$ cat src/rtl/alu_nibble_sequencer.sv
// alu_nibble_sequencer: drives an external combinational 4-bit ALU slice one
// nibble per cycle (LSB first), chaining carry between nibbles, and returns the
// assembled W-bit result with carry/overflow/zero flags over valid/ready.
module alu_nibble_sequencer #(
   parameter int unsigned NIBBLES = 4
) (
   input  logic                 clk,
   input  logic                 rst,
   input  logic                 req_valid,
   output logic                 req_ready,
   input  logic [2:0]           req_op,
   input  logic [4*NIBBLES-1:0] req_a,
   input  logic [4*NIBBLES-1:0] req_b,
   output logic [3:0]           slice_a,
   output logic [3:0]           slice_b,
   output logic                 slice_cin,
   output logic                 slice_less,
   output logic [2:0]           slice_op,
   input  logic [3:0]           slice_result,
   input  logic                 slice_cout,
   input  logic                 slice_set,
   input  logic                 slice_overflow,
   input  logic                 slice_zero,
   output logic                 res_valid,
   input  logic                 res_ready,
   output logic [4*NIBBLES-1:0] res_data,
   output logic                 res_cout,
   output logic                 res_overflow,
   output logic                 res_zero
);

   localparam int unsigned    W      = 4 * NIBBLES;
   localparam int unsigned    IW     = (NIBBLES > 1) ? $clog2(NIBBLES) : 1;
   localparam logic [IW-1:0]  LAST   = IW'(NIBBLES - 1);
   localparam logic [2:0]     OP_SLT = 3'b111;

   typedef enum logic [1:0] {IDLE, RUN, DONE} state_t;

   state_t        state, state_next;
   logic [IW-1:0] index;
   logic [2:0]    op_q;
   logic [W-1:0]  a_q, b_q;
   logic          carry_q;
   logic          zero_acc;

   // State register
   always_ff @(posedge clk or posedge rst) begin
      if (rst) state <= IDLE;
      else     state <= state_next;
   end

   // Next-state decode plus handshake and slice drive; slice pins idle at 0 outside RUN
   always_comb begin
      state_next = state;
      req_ready  = 1'b0;
      res_valid  = 1'b0;
      slice_a    = '0;
      slice_b    = '0;
      slice_cin  = 1'b0;
      slice_less = 1'b0;
      slice_op   = '0;
      case (state)
         IDLE: begin
            req_ready = 1'b1;
            if (req_valid) state_next = RUN;
         end
         RUN: begin
            slice_a   = a_q[4*index +: 4];
            slice_b   = b_q[4*index +: 4];
            slice_op  = op_q;
            slice_cin = (index == '0) ? op_q[2] : carry_q;
            if (index == LAST) state_next = DONE;
         end
         DONE: begin
            res_valid = 1'b1;
            if (res_ready) state_next = IDLE;
         end
         default: state_next = IDLE;
      endcase
   end

   // Request capture, per-nibble result/carry/zero accumulation, final flag capture
   always_ff @(posedge clk or posedge rst) begin
      if (rst) begin
         index        <= '0;
         op_q         <= '0;
         a_q          <= '0;
         b_q          <= '0;
         carry_q      <= 1'b0;
         zero_acc     <= 1'b1;
         res_data     <= '0;
         res_cout     <= 1'b0;
         res_overflow <= 1'b0;
         res_zero     <= 1'b0;
      end else begin
         case (state)
            IDLE: begin
               if (req_valid) begin
                  op_q     <= req_op;
                  a_q      <= req_a;
                  b_q      <= req_b;
                  index    <= '0;
                  zero_acc <= 1'b1;
               end
            end
            RUN: begin
               if (op_q != OP_SLT) res_data[4*index +: 4] <= slice_result;
               carry_q  <= slice_cout;
               zero_acc <= zero_acc & slice_zero;
               index    <= index + 1'b1;
               if (index == LAST) begin
                  res_cout     <= slice_cout;
                  res_overflow <= slice_overflow;
                  // zero flag is registered here so it holds with res_data after the response
                  if (op_q == OP_SLT) begin
                     res_data <= W'(slice_set);
                     res_zero <= ~slice_set;
                  end else begin
                     res_zero <= zero_acc & slice_zero;
                  end
               end
            end
            default: ;
         endcase
      end
   end

endmodule

$ cat config.mk
export PLATFORM = sky130hd
export DESIGN_NAME = alu_nibble_sequencer
export DESIGN_NICKNAME = d
export VERILOG_FILES = /design/src/rtl/alu_nibble_sequencer.sv
export SDC_FILE = /design/constraint.sdc
export NUM_CORES = 1
export LEC_CHECK = 0
export BUFFER_PORTS_ARGS = -buffer_cell sky130_fd_sc_hd__buf_4
export CAP_MARGIN = 20
export CELL_PAD_IN_SITES_DETAIL_PLACEMENT = 1
export CELL_PAD_IN_SITES_GLOBAL_PLACEMENT = 2
export CORE_AREA = 10 10 99 101
export CTS_BUF_LIST = sky130_fd_sc_hd__clkbuf_8
export CTS_CLUSTER_DIAMETER = 40
export CTS_CLUSTER_SIZE = 20
export DETAILED_ROUTE_END_ITERATION = 6
export DIE_AREA = 0 0 109 111
export PLACE_DENSITY_LB_ADDON = 0.1
export SYNTH_ARGS = -nofsm -noshare
export SYNTH_HDL_FRONTEND = slang
export SYNTH_SLANG_ARGS = --single-unit
$ cat constraint.sdc
create_clock -name clk -period 6.17 [get_ports clk]
set_input_delay 1.851 -clock clk [delete_from_list [all_inputs] [get_ports clk]]
set_output_delay 1.851 -clock clk [all_outputs]
set_load 0.05 [all_outputs]
### Word-level counts from Yosys, hierarchy flattened

Index checks and enable logic that the tools add are counted.

* flip-flop bits (word level): 60
* bits of input ports: 47
* output and inout bits: 34
* word-level logic and storage cells: 54

* $add $sub $neg: 2
* equal/unequal tests: 8
* shift operators: 4
* multiplexer cells: 20
* bitwise gates (word level): 2
* reduce and logical (&&, ||, !) cells: 7

Operator list (number)
* $mux 16: 3
* $neg 4->34: 1
* $shift 4x34->16 const A: 1
* $shiftx 4x34->16: 1
* $shiftx 16x5->4: 2
* $bwmux 16: 1
* $mux 2: 4
* $mux 4: 2
* $mux 1: 6
* $ne 2x2->1 const B: 3
* $pmux 2 s3: 1
* $reduce_and 2->1: 3
* $eq 2x2->1 const B: 2
* $logic_not 2->1: 2
* $pmux 2 s2: 1
* $eq 3x3->1 const B: 1
* $mux 3: 1
* $ne 3x3->1 const B: 1
* $reduce_and 3->1: 1
* $add 2x1->2 const B: 1
* $eq 2x1->1 const B: 1
* $pmux 1 s2: 1
* $reduce_bool 2->1: 1
* $and 1x1->1: 1
* $not 1->1: 1

### Logic depth before layout (Yosys ltp)

Gate-level depths: netlist of the first run.

* word-level depth: 6
* mapped depth: 7
* depth with buffers taken out: 5

### Least setup slack after synthesis of the first run

Ideal clock, no wire load.

* path type: flip-flop to output port
* start: register index[1]
* end: output port slice_cin
* data arrival time: 1.832 ns
* data required time: 4.319 ns
* setup slack: 2.487 ns
* cell stages (with the launch flop): 6
* buffers on the path: 1
* path through: dfrtp_1 > clkbuf_1 > inv_1 > ha_1 > mux2i_1 > nor2_1

* longest elaborated chain between the ends: 3

RTL lines
* start, declared: line 40 `logic [IW-1:0] index;`
* start signal, assigned: line 110 `index <= index + 1'b1;`
* $logic_not 2->1: line 71 `slice_cin = (index == '0) ? op_q[2] : carry_q;`
* $mux 1: line 71
* $mux 1: line 62 `case (state)`
* end, declared: line 16 `output logic slice_cin,`

Every way passes these cells.

### Worst setup path after layout of the first run

* start: register index[0]
* end: output port slice_cin

Same word-level chain as after synthesis.

==> impl_metrics.py, run 1 <==
metrics = {
    "status": {
        "outcome": "complete, no violations",
    },
    "placement": {
        "io_buffers": 79,
        "place_inst": 401,
        "dp_hpwl_um": 5350,
        "dpl_cell_area_um2": 3580,
        "gp_congestion": 0.752,
    },
    "timing": {
        "finClkSkew_ns": 0.0145,
        "finalHoldViolations": 0,
        "setup_tns_ns": 0,
        "finalCritPeriodShare_pct": 66.2,
        "relSlewSlack_pct": 45.4,
        "fin_crit_ns": 4.08,
        "max_slew.worst_pin.slew_ns": 0.819,
        "max_freq_mhz": 245,
        "rsz0062_at_grt": "no",
        "maxSlewViolCount": 0,
        "setup_viol": 0,
    },
    "power": {
        "p_leak_nw": 1.73,
        "switching_share_pct": 43.8,
        "power_frac_seq_pct": 31.3,
        "p_comb_share_pct": 51.5,
        "switchingPower_mw": 1.01,
        "power.internal_mw": 1.30,
        "clkPwrFrac_pct": 17.3,
        "peakVddDrop_v": 0.000257,
        "p_per_area_nw_per_um2": 609,
    },
    "critical_path": {
        "critPathArrivalTime_ns": 2.23,
        "cpLargestDelayFamily": "flip-flops",
        "critPathLaunch": "index[0]",
        "r2r_start": "index[0]",
        "cp-start-kind": "flip-flop",
        "endpoint": "slice_cin",
        "worstPathRequired_ns": 4.32,
        "end_kind": "output pin",
        "worst-path-max-fanout": 17,
        "crit_cells": 5,
        "reg2regPathDepth": 4,
        "r2r_slack_ns": 3.83,
        "max_stage_delay_ns": 0.88,
        "critPathKind": "flip-flop to output pin",
        "slowest_stage": "dfrtp_1",
        "path_cells": "inv_1 -> ha_1 -> mux2i_1 -> nor2_1 -> buf_4",
        "reg2reg_to": "res_data[12]",
        "cp_num_buf_inv": 2,
    },
    "detailed_routing": {
        "wl_um": 7440,
        "drt_first_pass_iters": 4,
        "vias_per_cell": 5.04,
        "detail_route.wl_per_cell_um": 17.8,
        "ant_nets": 0,
        "num_vias": 2101,
        "drtIter0Drc": 40,
        "drc": 0,
    },
    "synthesis": {
        "syn-num-nets": 283,
        "synthDistinctLibCells": 37,
        "yosysSeqAreaShare_pct": 51.4,
        "synth_largest_area_cell": "dfrtp_1",
        "synth_area_per_cell_um2": 12.7,
        "synth_top_area_share_pct": 50.5,
        "synthArstFlopShare_pct": 100,
        "synth.cell_area_um2": 2930,
        "synth.ff_latch_count": 60,
        "synth_edf_count": 0,
        "synth_warnings": 0,
        "synthFlopType": "dfrtp_1",
        "synth_cells": 230,
        "yosys-top-cells-area": "dfrtp_1 (50%), mux2_2 (15%), mux4_2 (3.8%)",
    },
    "clock_network": {
        "clk_pin_slew_worst_paths_ns": 0.08,
        "htreeDepth": 3,
        "tritoncts": "done",
        "ctsHoldBuffers": 0,
        "clk_latency_ns": 0.34,
        "ctsResizeCount": 0,
        "clock-sinks": 60,
        "post_cts_buffers": 0,
        "numCtsBuffers": 9,
        "root_buffer": "clkbuf_8",
        "cts_buffer_depth": 2,
    },
    "die": {
        "dieArea_um2": 12100,
        "die_w_um": 109,
        "initial_core_util_pct": 36.7,
        "io_pins": 81,
        "row_count": 33,
        "core_area_um2": 7970,
        "die_h_um": 111,
    },
    "final_layout": {
        "mostFrequentLayoutCells": "buf_4 (81), dfrtp_1 (59), mux2_2 (38), o21ai_0 (17), nand4_1 (16)",
        "area_growth_pct": 30.0,
        "final_common_cell": "buf_4",
        "layout-drive-gt1-share_pct": 47.1,
        "final_cell_count_no_fill": 417,
        "n_antenna_cell": 0,
        "final_area_um2": 3800,
        "fin_nets": 360,
    },
    "grt": {
        "antenna_found_initial": 0,
        "grt_usage_pct": 12.9,
        "grt_max_degree": 61,
        "grt_overflow": 0,
        "grt_pass1_vias": 2302,
        "grt_pass1_wl_um": 12300,
    },
    "worst_hold_path": {
        "hold_path.class": "flip-flop to flip-flop",
    },
    "flow_run": {
        "drv_cap": 0,
    },
}
==> logic make-up after synthesis <==
logic type,share of synthesized area (%)
DFF,51.4
and+or+nand+nor,13.3
muxes,21.9
AOI/OAI and AO/OA,6.89
buffers and inverters,3.85
adders and majority gates,2.57
other,0.128
==> power by group through the flow <==
stage	clock network, mW	logic (mW)	registers (mW)
global placement	0	1.19	0.730
CTS	0.414	1.21	0.731
detailed placement	0	1.21	0.738
global route	0.434	1.28	0.761
floorplan	0	0.804	0.810
finish	0.400	1.19	0.724
==> sequential cells by signal (all words and copies together), names as in the netlist, 2 cells and up <==
name / count
a_q: 16
b_q: 16
index: 2
op_q: 3
res_data: 16
state: 2
==> synth_stat cells (all sizes together), types with 6 or more instances <==
master	number
mux2	39
buf	10
nand2	7
mux4	8
o21ai	17
ha	6
dfrtp	59
and2	11
nand4	16
a21oi	15
==> routing by layer <==
layer	GRT usage, %	wire length [um]	vias to the layer above
li1	-	-	995
met1	15.4	3170	1051
met2	21.0	3700	48
met3	4.48	486	7
met4	3.96	87	0
met5	0	0	-
==> worst min path at each step <==
stage / to / slack (ns) / from / depth (start not counted)
floorplan: carry_q / 0.44 / carry_q / 2
global placement: carry_q / 0.46 / carry_q / 2
detailed placement: carry_q / 0.47 / carry_q / 2
CTS: carry_q / 0.49 / carry_q / 2
global route: carry_q / 0.52 / carry_q / 2
finish: carry_q / 0.49 / carry_q / 2
==> worst reg2reg max path, cell delays in order, from the launching register on <==
cell and delay (ns):
dfrtp_1 0.88, ha_1 0.32, nand3b_1 0.28, nor2_2 0.60
a21oi_1 0.10
==> layout make-up <==
cell class,count,area (um^2)
Fill cell,845,4170
Sequential cell,60,1500
Multi-Input combinational cell,150,1320
Timing Repair Buffer,81,608
Clock buffer,10,138
Tap cell,105,131
Clock inverter,6,88.8
Inverter,5,18.8
==> metrics by stage <==
step / power [mW] / utilization, % / hold slack [ns] / setup slack [ns]
6_report: 2.31 / 47.7 / 0.486 / 2.09
5_1_grt: 2.47 / 47.7 / 0.517 / 1.87
4_1_cts: 2.36 / 47.7 / 0.491 / 2.00
3_3_place_gp: 1.92 / 44.9 / 0.461 / 2.42
3_5_place_dp: 1.95 / 44.9 / 0.470 / 2.37
2_1_floorplan: 1.61 / - / 0.445 / 2.49
Power figures use the tool's default switching activity.
==> inputs of run 2 (changes only) <==
CORE_AREA = 10 10 107 109   (was 10 10 99 101)
DIE_AREA = 0 0 117 119   (was 0 0 109 111)
clock period = 3.7 ns   (was 6.17 ns; I/O delays follow)
==> run 2 against run 1 <==
Compared with the run above: register-to-register slack worse by 2.2 ns; wire length is 4.5% higher; via count is 0.76% higher; final area is 0.30% lower; non-clock buffer count is 3 higher; first-iteration DRC count is 2.5% lower; cell count is 2.9% higher; sequential cell count stayed put; setup slack worse by 1.6 ns; utilization is 7.6 points lower; clock power is 36% higher.
==> impl_metrics.py, run 2 (synthesis results as in run 1) <==
metrics = {
    "status": {
        "outcome": "complete, no violations",
    },
    "timing": {
        "finalHoldViolations": 0,
        "whs_ns": 0.487,
        "max_slew.worst_pin.slew_ns": 0.603,
        "maxSlewViolCount": 0,
        "finClkSkew_ns": 0.00779,
        "setup_ws_ns": 0.471,
        "rsz0062_at_grt": "no",
        "fin_crit_ns": 3.23,
        "setup_viol": 0,
        "max_freq_mhz": 310,
        "relSlewSlack_pct": 59.7,
        "finalCritPeriodShare_pct": 87.3,
        "setup_tns_ns": 0,
    },
    "final_layout": {
        "n_antenna_cell": 0,
        "final_area_um2": 3790,
        "fin_nets": 363,
        "final_common_cell": "buf_4",
        "fillers": 1057,
        "layout-drive-gt1-share_pct": 47.0,
        "area_growth_pct": 29.6,
        "mostFrequentLayoutCells": "buf_4 (84), dfrtp_1 (59), mux2_2 (38), o21ai_0 (17), nand4_1 (16)",
        "reg.largest.list": "a_q: 16 flops, b_q: 16 flops, res_data: 16 flops",
    },
    "detailed_routing": {
        "drtIter0Drc": 39,
        "drc": 0,
        "ant_nets": 0,
        "num_vias": 2117,
        "drt_first_pass_iters": 3,
        "vias_per_cell": 4.93,
        "detail_route.wl_per_cell_um": 18.1,
        "wl_um": 7770,
    },
    "worst_hold_path": {
        "hold-path-endpoint": "carry_q",
        "hold_path.class": "flip-flop to flip-flop",
        "min-delay-start": "carry_q",
        "holdPathStages": 2,
    },
    "die": {
        "die_h_um": 119,
        "dieArea_um2": 13900,
        "core_area_um2": 9460,
        "die_w_um": 117,
        "io_pins": 81,
        "row_count": 36,
        "initial_core_util_pct": 30.9,
    },
    "grt": {
        "grt_usage_pct": 11.8,
        "grt_overflow": 0,
        "grt_pass1_vias": 2395,
        "grt_pass1_wl_um": 12900,
        "antenna_found_initial": 0,
        "grt_max_degree": 40,
    },
    "placement": {
        "gp_congestion": 0.698,
        "post-place-ws_ns": 0.751,
        "dp_hpwl_um": 5850,
        "dpl_cell_area_um2": 3610,
        "io_buffers": 79,
    },
    "critical_path": {
        "worst-path-max-fanout": 11,
        "r2r_start": "index[0]",
        "worstPathRequired_ns": 2.59,
        "reg2regPathDepth": 4,
        "r2r_slack_ns": 1.62,
        "reg2reg_to": "res_data[10]",
        "end_kind": "output pin",
        "cp-start-kind": "flip-flop",
        "critPathKind": "flip-flop to output pin",
        "critPathArrivalTime_ns": 2.12,
    },
    "clock_network": {
        "post_cts_buffers": 0,
        "clock-sinks": 60,
        "root_buffer": "clkbuf_8",
        "clk_pin_slew_worst_paths_ns": 0.07,
        "tritoncts": "done",
        "ctsResizeCount": 0,
        "cts_buffer_depth": 2,
        "numCtsBuffers": 9,
        "htreeDepth": 3,
        "clk_latency_ns": 0.32,
        "ctsHoldBuffers": 0,
    },
    "power": {
        "power_mw": 3.76,
        "p_per_area_nw_per_um2": 991,
        "peakVddDrop_v": 0.000428,
        "p_leak_nw": 1.74,
    },
    "flow_run": {
        "drv_cap": 0,
    },
}
run 2: cell count changes in the layout (fill, tap and decap cells not counted):
cell / change
clkinv_2: +1
clkbuf_8: +2
clkinvlp_4: -1
clkinv_4: -2
inv_1: +2
buf_4: +3
bufinv_16: -2
run 2: per-stage QoR:
| step | utilization, % | std cells |
|---|---|---|
| after CTS | 40.1 | 429 |
| after detailed placement | 38.2 | 413 |
| after global routing | 40.1 | 429 |
| final | 40.1 | 429 |
| after global placement | 38.2 | 413 |
| after floorplan | - | 230 |
run 2: worst max path at each step:
stage              from  slack [ns]          to
2_1_floorplan  index[1]        0.76   slice_cin
3_3_place_gp   index[0]        0.75  slice_a[2]
3_5_place_dp   index[0]        0.75  slice_a[2]
4_1_cts        index[0]        0.38  slice_a[2]
5_1_grt        index[0]        0.28  slice_a[2]
6_report       index[0]        0.47  slice_a[2]
run 2: where the power goes:
part / internal (mW) / switching [mW] / total [mW]
Combinational: 0.822 / 1.22 / 2.04
Sequential: 0.963 / 0.208 / 1.17
Clock: 0.290 / 0.254 / 0.544
run 2: routing by layer:
| layer | routed length (um) | global-route usage [%] | share of wire (%) |
|---|---|---|---|
| met2 | 3900 | 19.4 | 50 |
| met3 | 415 | 3.77 | 5.3 |
| met1 | 3380 | 14.2 | 43 |
| met5 | 0 | 0 | 0 |
| met4 | 82 | 4.17 | 1.1 |
run 2: final cells by class:
| class | instances | area, um^2 | area share, % |
|---|---|---|---|
| inverters | 5 | 18.8 | 0.495 |
| multi-input cells | 150 | 1320 | 34.7 |
| clock inverters | 4 | 16.3 | 0.429 |
| flip-flops and latches | 60 | 1500 | 39.6 |
| well taps | 114 | 143 | 3.76 |
| repair buffers | 84 | 631 | 16.6 |
| clock buffers | 12 | 165 | 4.35 |
run 2: critical path, cell delays in order (launching register included):
cell and delay (ns):
dfrtp_1 0.69, buf_4 0.26, mux4_2 0.49, and2_1 0.16, buf_4 0.18
==> inputs of run 3 (changes only) <==
CELL_PAD_IN_SITES_DETAIL_PLACEMENT = 2   (was 1)
==> run 3 against run 2 <==
Compared with the run above: register-to-register slack got worse by 0.03 ns; largest cell class unchanged; die area unchanged; final area increased by 1.2%; critical endpoint unchanged; sequential share of layout area decreased by 0.45 points; sequential power about the same; count of clock-buffer cells in the layout decreased by 2; via count increased by 2.5%.
==> impl_metrics.py, run 3 (synthesis results as in run 1) <==
metrics = {
    "grt": {
        "grt_usage_pct": 12.3,
        "grt_max_degree": 40,
        "grt_pass1_vias": 2461,
        "antenna_found_initial": 0,
        "grt_pass1_wl_um": 13600,
        "grt_overflow": 0,
    },
    "critical_path": {
        "critPathLaunch": "index[0]",
        "critPathArrivalTime_ns": 2.18,
        "reg2regPathDepth": 4,
        "path_cells": "buf_4 -> mux4_2 -> and2_1 -> buf_4",
        "cp_common_cell": "buf_4",
        "worstPathRequired_ns": 2.59,
        "cp-start-kind": "flip-flop",
        "max_stage_delay_ns": 0.73,
        "slowest_stage": "dfrtp_1",
        "end_kind": "output pin",
        "reg2reg_to": "res_data[13]",
        "worst-path-max-fanout": 11,
        "r2r_slack_ns": 1.59,
        "r2r_start": "index[0]",
        "critPathKind": "flip-flop to output pin",
    },
    "timing": {
        "max_freq_mhz": 304,
        "relSlewSlack_pct": 60.3,
        "finalHoldViolations": 0,
        "maxSlewViolCount": 0,
        "max_slew.worst_pin.slew_ns": 0.595,
        "setup_viol": 0,
        "whs_ns": 0.487,
        "rsz0062_at_grt": "no",
        "setup_tns_ns": 0,
        "finalCritPeriodShare_pct": 88.8,
        "finClkSkew_ns": 0.00664,
        "setup_ws_ns": 0.414,
        "fin_crit_ns": 3.29,
    },
    "clock_network": {
        "clk_pin_slew_worst_paths_ns": 0.07,
        "numCtsBuffers": 9,
        "cts_buffer_depth": 2,
        "clk_latency_ns": 0.34,
        "ctsHoldBuffers": 0,
        "root_buffer": "clkbuf_8",
        "clock-sinks": 60,
        "htreeDepth": 3,
        "ctsResizeCount": 0,
        "post_cts_buffers": 0,
        "tritoncts": "done",
    },
    "final_layout": {
        "final_common_cell": "buf_4",
        "n_antenna_cell": 0,
        "final_area_um2": 3840,
        "layout-drive-gt1-share_pct": 47.9,
        "reg.largest.list": "a_q: 16 flops, b_q: 16 flops, res_data: 16 flops",
        "final_util_pct": 40.6,
        "final_cell_count_no_fill": 429,
        "area_growth_pct": 31.1,
        "mostFrequentLayoutCells": "buf_4 (84), dfrtp_1 (59), mux2_2 (38), o21ai_0 (17), nand4_1 (16)",
        "fin_nets": 363,
    },
    "detailed_routing": {
        "vias_per_cell": 5.06,
        "drt_first_pass_iters": 4,
        "drc": 0,
        "top_layer": "met4",
        "met2_wirelength_um": 4090,
        "wl_um": 8170,
        "num_vias": 2170,
        "wl_met3_um": 462,
        "wl_met1_um": 3530,
        "detail_route.wl_per_cell_um": 19.0,
        "ant_nets": 0,
        "drtIter0Drc": 36,
    },
    "die": {
        "die_h_um": 119,
        "initial_core_util_pct": 30.9,
        "dieArea_um2": 13900,
        "die_w_um": 117,
        "io_pins": 81,
        "row_count": 36,
        "core_area_um2": 9460,
    },
    "placement": {
        "place_inst": 413,
        "io_buffers": 79,
        "post-place-ws_ns": 0.719,
        "dpl_cell_area_um2": 3610,
        "gp_congestion": 0.698,
        "dp_hpwl_um": 6060,
    },
    "flow_run": {
        "drv_cap": 0,
    },
    "power": {
        "peakVddDrop_v": 0.000394,
        "p_per_area_nw_per_um2": 1020,
        "power_mw": 3.92,
        "p_leak_nw": 1.73,
    },
    "worst_hold_path": {
        "holdPathStages": 2,
        "hold-path-endpoint": "res_zero",
        "min-delay-start": "res_zero",
        "hold_path.class": "flip-flop to flip-flop",
    },
    "status": {
        "outcome": "complete, no violations",
    },
}
## run 3: cell types whose count changed in the layout (fill, tap and decap cells not counted)
cell | previous run | this run
bufinv_16 | 0 | 2
clkinvlp_4 | 0 | 3
inv_1 | 7 | 4
clkbuf_8 | 12 | 10
## run 3: cell type report
cell class	count	area (um^2)
clock buffers	10	138
clock inverters	6	87.6
fillers	1004	5620
inverters	5	18.8
multi-input cells	150	1320
flip-flops and latches	60	1500
well taps	114	143
repair buffers	84	631
## run 3: power by group
group / total [mW] / switching [mW] / internal, mW
Combinational: 2.06 / 1.24 / 0.823
Clock: 0.681 / 0.285 / 0.396
Sequential: 1.18 / 0.216 / 0.962
Total: 3.92 / 1.74 / 2.18
## run 3: critical path: cells and delay by family, from the launching register on
kind	cells	cell delay (ns)
buffers and inverters	2	0.45
flip-flops	1	0.73
multiplexers	1	0.49
AND/OR/NAND/NOR	1	0.16
## run 3: how the worst max path moves through the flow
stage / endpoint / slack [ns] / depth (start not counted)
after floorplan: slice_cin / 0.76 / 5
after global placement: slice_a[2] / 0.75 / 4
after detailed placement: slice_a[2] / 0.72 / 4
after CTS: slice_a[2] / 0.32 / 4
after global routing: slice_a[2] / 0.25 / 4
final: slice_a[2] / 0.41 / 4
## run 3: routing by layer
layer  vias to the layer above  track usage, %
met5                         -               0
met4                         0            3.71
met3                         8            4.32
met2                        48            19.9
met1                      1112            15.0
li1                       1002               -
